### config.mk
export PLATFORM = sky130hd
export DESIGN_NAME = triple_sequencer_flat
export DESIGN_NICKNAME = d
export VERILOG_FILES = /design/src/rtl/triple_sequencer_if.sv /design/src/rtl/triple_sequencer.sv /design/src/flat_wrapper.sv
export SDC_FILE = /design/constraint.sdc
export NUM_CORES = 2
export LEC_CHECK = 0
export BUFFER_PORTS_ARGS = -buffer_cell sky130_fd_sc_hd__buf_2
export CORE_ASPECT_RATIO = 0.7
export CORE_UTILIZATION = 30
export CTS_CLUSTER_DIAMETER = 50
export DETAILED_ROUTE_END_ITERATION = 12
export GPL_ROUTABILITY_DRIVEN = 0
export PLACE_DENSITY_LB_ADDON = 0.08
export SLEW_MARGIN = 20
export SYNTH_ARGS = -nofsm -noshare
export SYNTH_HDL_FRONTEND = slang
export SYNTH_SLANG_ARGS = --single-unit
### constraint.sdc
create_clock -name clk -period 19.5 [get_ports clk]
set_clock_uncertainty 0.2 [all_clocks]
set_input_delay 2.925 -clock clk [delete_from_list [all_inputs] [get_ports clk]]
set_output_delay 2.925 -clock clk [all_outputs]
set_load 0.02 [all_outputs]
### src/rtl/triple_sequencer_if.sv
// Result stream of triple_sequencer: one Pythagorean triple plus the (m,n) pair
// that produced it, moved with a valid/ready handshake.
interface triple_sequencer_if #(
   parameter int unsigned N_W = 15
);
   logic           out_valid;
   logic           out_ready;
   logic [31:0]    out_a;
   logic [31:0]    out_b;
   logic [31:0]    out_c;
   logic [N_W-1:0] out_m;
   logic [N_W-1:0] out_n;

   modport master (
      output out_valid, out_a, out_b, out_c, out_m, out_n,
      input  out_ready
   );

   modport slave (
      input  out_valid, out_a, out_b, out_c, out_m, out_n,
      output out_ready
   );
endinterface

### src/rtl/triple_sequencer.sv
// Sweeps all pairs max_m >= m > n >= 1 and streams (m^2-n^2, 2mn, m^2+n^2).
// Optional PRIMITIVE_FILTER_EN adds a CHECK state that passes only primitive triples.
module triple_sequencer #(
   parameter int unsigned N_W   = 15,
   parameter int unsigned CNT_W = 32
) (
   input  logic                      clk,
   input  logic                      rst,
   input  logic                      start,
   input  logic [N_W-1:0]            max_m,
   output logic                      busy,
   output logic                      done,
   output logic [CNT_W-1:0]          count,
   triple_sequencer_if.master        out_if
);

`ifdef PRIMITIVE_FILTER_EN
   typedef enum logic [2:0] {
      IDLE, CHECK, ISSUE, HOLD, ADVANCE, DONE
   } state_e;
   localparam state_e PAIR_ST = CHECK;
`else
   typedef enum logic [2:0] {
      IDLE, ISSUE, HOLD, ADVANCE, DONE
   } state_e;
   localparam state_e PAIR_ST = ISSUE;
`endif

   state_e state_q, state_d;

   logic [N_W-1:0]   m_q, m_d;
   logic [N_W-1:0]   n_q, n_d;
   logic [N_W-1:0]   mmax_q, mmax_d;
   logic [CNT_W-1:0] count_q, count_d;
   logic [31:0]      a_q, a_d;
   logic [31:0]      b_q, b_d;
   logic [31:0]      c_q, c_d;
   logic [N_W-1:0]   om_q, om_d;
   logic [N_W-1:0]   on_q, on_d;

`ifdef PRIMITIVE_FILTER_EN
   logic [N_W-1:0]   x_q, x_d;
   logic [N_W-1:0]   y_q, y_d;
   logic             diff_even;
   assign diff_even = ~(m_q[0] ^ n_q[0]);
`endif

   // One extra bit so that m+1 never wraps when mmax is all ones.
   logic [N_W:0]     m_inc;
   logic [N_W:0]     n_inc;
   logic             n_step;
   logic             m_step;
   assign m_inc  = {1'b0, m_q} + 1'b1;
   assign n_inc  = {1'b0, n_q} + 1'b1;
   assign n_step = n_inc < {1'b0, m_q};
   assign m_step = m_inc <= {1'b0, mmax_q};

   logic [31:0] m32, n32, m_sq, n_sq, gen_a, gen_b, gen_c;
   assign m32   = 32'(m_q);
   assign n32   = 32'(n_q);
   assign m_sq  = m32 * m32;
   assign n_sq  = n32 * n32;
   assign gen_a = m_sq - n_sq;
   assign gen_b = (m32 * n32) << 1;
   assign gen_c = m_sq + n_sq;

   always_ff @(posedge clk) begin
      if (rst) state_q <= IDLE;
      else     state_q <= state_d;
   end

   always_comb begin
      state_d = state_q;
      unique case (state_q)
         IDLE:    if (start) state_d = (max_m >= N_W'(2)) ? PAIR_ST : DONE;
`ifdef PRIMITIVE_FILTER_EN
         CHECK: begin
            if (diff_even)       state_d = ADVANCE;
            else if (x_q == y_q) state_d = (x_q == N_W'(1)) ? ISSUE : ADVANCE;
         end
`endif
         ISSUE:   state_d = HOLD;
         HOLD:    if (out_if.out_ready) state_d = ADVANCE;
         ADVANCE: state_d = (n_step || m_step) ? PAIR_ST : DONE;
         DONE:    state_d = IDLE;
         default: state_d = IDLE;
      endcase
   end

   always_comb begin
      busy             = state_q != IDLE;
      done             = state_q == DONE;
      out_if.out_valid = state_q == HOLD;
      out_if.out_a     = a_q;
      out_if.out_b     = b_q;
      out_if.out_c     = c_q;
      out_if.out_m     = om_q;
      out_if.out_n     = on_q;
      count            = count_q;
   end

   always_comb begin
      m_d     = m_q;
      n_d     = n_q;
      mmax_d  = mmax_q;
      count_d = count_q;
      a_d     = a_q;
      b_d     = b_q;
      c_d     = c_q;
      om_d    = om_q;
      on_d    = on_q;
`ifdef PRIMITIVE_FILTER_EN
      x_d     = x_q;
      y_d     = y_q;
`endif
      unique case (state_q)
         IDLE: begin
            if (start) begin
               count_d = '0;
               if (max_m >= N_W'(2)) begin
                  m_d    = N_W'(2);
                  n_d    = N_W'(1);
                  mmax_d = max_m;
`ifdef PRIMITIVE_FILTER_EN
                  x_d    = N_W'(2);
                  y_d    = N_W'(1);
`endif
               end
            end
         end
`ifdef PRIMITIVE_FILTER_EN
         // Subtractive gcd: one subtraction per cycle until x == y.
         CHECK: begin
            if (!diff_even && (x_q != y_q)) begin
               if (x_q > y_q) x_d = x_q - y_q;
               else           y_d = y_q - x_q;
            end
         end
`endif
         ISSUE: begin
            a_d  = gen_a;
            b_d  = gen_b;
            c_d  = gen_c;
            om_d = m_q;
            on_d = n_q;
         end
         HOLD: begin
            if (out_if.out_ready) count_d = count_q + 1'b1;
         end
         ADVANCE: begin
            if (n_step) begin
               n_d = N_W'(n_inc);
`ifdef PRIMITIVE_FILTER_EN
               x_d = m_q;
               y_d = N_W'(n_inc);
`endif
            end else if (m_step) begin
               m_d = N_W'(m_inc);
               n_d = N_W'(1);
`ifdef PRIMITIVE_FILTER_EN
               x_d = N_W'(m_inc);
               y_d = N_W'(1);
`endif
            end
         end
         default: ;
      endcase
   end

   always_ff @(posedge clk) begin
      if (rst) begin
         m_q     <= '0;
         n_q     <= '0;
         mmax_q  <= '0;
         count_q <= '0;
         a_q     <= '0;
         b_q     <= '0;
         c_q     <= '0;
         om_q    <= '0;
         on_q    <= '0;
`ifdef PRIMITIVE_FILTER_EN
         x_q     <= '0;
         y_q     <= '0;
`endif
      end else begin
         m_q     <= m_d;
         n_q     <= n_d;
         mmax_q  <= mmax_d;
         count_q <= count_d;
         a_q     <= a_d;
         b_q     <= b_d;
         c_q     <= c_d;
         om_q    <= om_d;
         on_q    <= on_d;
`ifdef PRIMITIVE_FILTER_EN
         x_q     <= x_d;
         y_q     <= y_d;
`endif
      end
   end

endmodule

### src/flat_wrapper.sv
// flat-port wrapper written by rule: the top's interface ports become plain ports
module triple_sequencer_flat 
#(
   parameter int unsigned N_W   = 15,
   parameter int unsigned CNT_W = 32
)
  (clk, rst, start, max_m, busy, done, count, out_if_out_valid, out_if_out_a, out_if_out_b, out_if_out_c, out_if_out_m, out_if_out_n, out_if_out_ready);
  triple_sequencer_if #(.N_W(N_W)) out_if_i ();
  input  logic clk;
  input  logic rst;
  input  logic start;
  input  logic [N_W-1:0] max_m;
  output logic busy;
  output logic done;
  output logic [CNT_W-1:0] count;
  output wire logic [$bits(out_if_i.out_valid)-1:0] out_if_out_valid;
  output wire logic [$bits(out_if_i.out_a)-1:0] out_if_out_a;
  output wire logic [$bits(out_if_i.out_b)-1:0] out_if_out_b;
  output wire logic [$bits(out_if_i.out_c)-1:0] out_if_out_c;
  output wire logic [$bits(out_if_i.out_m)-1:0] out_if_out_m;
  output wire logic [$bits(out_if_i.out_n)-1:0] out_if_out_n;
  input wire logic [$bits(out_if_i.out_ready)-1:0] out_if_out_ready;
  assign out_if_out_valid = out_if_i.out_valid;
  assign out_if_out_a = out_if_i.out_a;
  assign out_if_out_b = out_if_i.out_b;
  assign out_if_out_c = out_if_i.out_c;
  assign out_if_out_m = out_if_i.out_m;
  assign out_if_out_n = out_if_i.out_n;
  assign out_if_i.out_ready = out_if_out_ready;
  triple_sequencer #(.N_W(N_W), .CNT_W(CNT_W)) u_core (.clk(clk), .rst(rst), .start(start), .max_m(max_m), .busy(busy), .done(done), .count(count), .out_if(out_if_i));
endmodule
==> results.cfg <==
[run_status]
status = finished, final reports clean

[worst_setup_path]
worstPathMaxFanout = 19
criticalPathCategory = reg -> reg
cp-start-kind = flip-flop
r2r_slack_ns = 9.21
worstPathRequired_ns = 19.79
rr_worst_depth = 29
reg2reg_to = u_core.out_if.out_a[31]
cp.arrival_ns = 10.58
cp_slowest_cell = dfxtp_1
end_kind = flip-flop
critPathMaxStageDelay_ns = 0.92
r2r-start = u_core.n_q[0]

[cells_and_area]
layout_common_cells = inv_1 (658), nand2_1 (493), fa_1 (443)
fillers = 10980
multiInputGateArea_sq_um = 23900
layout_commonest_cell = inv_1
nNetsFinal = 4664
register_area_sq_um = 4020
drive_gt1_share_pct = 8.83
syn2layout_area_growth_pct = 11.5
fin_area_sq_um = 34700
antenna_cells = 0

[synthesis]
ys_types = 91
synth_warnings = 0
ys_ff_latch = 201
synth-edff-count = 0
synth_area_sq_um = 31100
async_flop_share_pct = 0
synthCells = 3745
syn_area_per_cell_sq_um = 8.31
ys.flop_type = dfxtp_1
seq_area_frac_synth_pct = 12.9

[cts]
clockRootBuffer = clkbuf_16
clk_latency_ns = 0.61
numCtsBuffers = 38
clk_pin_slew_ns = 0.06
cts_tree = yes
htreeDepth = 2
ctsResizeCount = 0
postCtsSetupBuffers = 0
cts_max_path_buffers = 3
hold_buffers = 0
clkSinkCount = 201

[job]
max_cap_violations = 0

[floorplanning]
core_sq_um = 103000
die_area_sq_um = 105000
rows = 98
pin_count = 180
start_util_pct = 30.4
dieWidth_microns = 387
chipHeight_microns = 272

[grt]
globalRouteOverflowTotal = 0
grt_pass1_wl_mm = 161
grt_max_degree = 151
antenna_found_initial = 3
grt_usage_pct = 20.1
grt_pass1_vias = 25226

[routing]
routed_wl_mm = 105
dr.pass1.iters = 5
dr_total_vias = 25176
wl_per_cell_microns = 20.1
drc = 0
drtIter0Drc = 1562
ant_nets = 0
vias_per_cell = 4.83

[timing]
whs_ns = 0.248
tns_ns = 0
postLayoutSetupSlackWorst_ns = 9.21
relSlewSlack_pct = 35.2
min_period_ns = 10.29
finalCritPeriodShare_pct = 52.8
finalSetupViolations = 0
hold_viol_final = 0
fmax_mhz = 97.2
slew_viol_final = 0
worst_pin_slew_ns = 0.969
rsz0062_at_grt = no

[power_and_ir_drop]
power.total_mw = 1.48
vdd_ir_drop_max_uv = 51.0
p_per_area_nw_per_um2 = 42.6
p_leak_nw = 17.3

[min_path]
hold_path_startpoint = u_core.out_if.out_b[14]
hold_class = reg -> reg
hold_end = u_core.out_if.out_b[14]
min_path_cells = 2

[place]
dpl_cell_area_sq_um = 33400
port_buffers = 176
pre_cts_ws_ns = 9.34
place_hpwl_mm = 81.7
worst max path at each step:
stage / end / depth (start not counted) / slack, ns / from
floorplan: u_core.out_if.out_c[30] / 33 / 11.25 / u_core.n_q[10]
global placement: u_core.out_if.out_a[31] / 29 / 9.55 / u_core.n_q[0]
detailed placement: u_core.out_if.out_c[30] / 32 / 9.34 / u_core.n_q[0]
CTS: u_core.out_if.out_c[30] / 32 / 9.29 / u_core.n_q[0]
global route: u_core.out_if.out_c[30] / 30 / 8.63 / u_core.n_q[0]
finish: u_core.out_if.out_a[31] / 29 / 9.21 / u_core.n_q[0]
metrics by stage:
stage	utilization, %	std cells
after floorplan	-	3747
after CTS	33.8	5212
after global routing	33.9	5212
final	33.9	5212
after global placement	32.6	5143
after detailed placement	32.6	5143
flip-flops by register name, indices dropped and copies added, names as in the netlist, 29 cells and up:
register	count
u_core.out_if.out_b	30
u_core.out_if.out_a	32
u_core.out_if.out_c	29
u_core.count	32
report_power, final:
part           switching, mW  total [mW]  internal, mW
logic                  0.221       0.310        0.0881
clock network          0.291       0.706         0.415
registers             0.0245       0.462         0.438
cell usage after synthesis (5+ instances only):
library cell / count / area [sq um]
buf_4: 11 / 82.6
a21oi_1: 231 / 1160
o211a_1: 5 / 50.1
o31ai_1: 7 / 52.6
dfxtp_1: 201 / 4020
nand3_1: 54 / 270
o211ai_1: 13 / 97.6
fa_1: 443 / 8870
o2111ai_1: 6 / 52.6
nand2b_1: 21 / 131
nor2_1: 277 / 1040
buf_1: 17 / 63.8
and4_1: 6 / 52.6
nand2_1: 493 / 1850
a31oi_1: 25 / 156
or2_2: 10 / 62.6
clkbuf_1: 139 / 522
buf_2: 10 / 50.1
o41ai_1: 7 / 61.3
mux2_2: 5 / 56.3
xnor2_1: 129 / 1130
a211oi_1: 46 / 345
and2_1: 76 / 475
o21bai_1: 23 / 173
a311oi_1: 15 / 131
or3_1: 27 / 169
a21o_1: 45 / 338
clkinv_1: 5 / 18.8
nor2b_1: 20 / 125
ha_1: 369 / 4620
xor2_1: 47 / 412
inv_1: 659 / 2470
nor4_1: 14 / 87.6
nor3_1: 44 / 220
mux2i_1: 9 / 90.1
o21ai_0: 83 / 415
o21a_1: 17 / 128
o22ai_1: 6 / 37.5
nand4_1: 15 / 93.8
and3_1: 20 / 125
cell families (layout without fill, tap and decap cells):
group	count (synthesis)	in the layout	synth area share, %
other	1	3	0.0120
multiplexers	14	14	0.470
AO/OA/AOI/OAI	586	586	12.0
XOR/XNOR	176	176	4.95
adder cells (fa/ha/maj)	812	812	43.3
buffers and inverters	848	963	10.4
AND/OR/NAND/NOR	1107	1107	15.9
flip-flops	201	201	12.9
area by class of cell:
| class | instances | share of cell area (%) |
|---|---|---|
| Multi-Input combinational cell | 2698 | 68.8 |
| Sequential cell | 201 | 11.6 |
| Inverter | 668 | 7.23 |
| Tap cell | 1350 | 4.87 |
| Timing Repair Buffer | 226 | 3.67 |
| Clock buffer | 43 | 2.91 |
| Clock inverter | 26 | 0.905 |
worst max-delay path, delay by kind of cell (launching register included):
kind	cells	cell delay, ns
fa+ha+maj	8	3.43
compound gates	8	2.38
simple gates	5	1.99
buf+inv	7	1.12
flops	1	0.92
mux	1	0.14
layer usage:
layer	part of all wire, %	up-vias	track usage (%)
met3	5.7	92	3.85
met1	52	12415	31.3
met5	0.010	-	0
li1	-	12145	-
met4	1.7	2	3.85
met2	40	522	28.2
(Power assumes the default switching activity.)
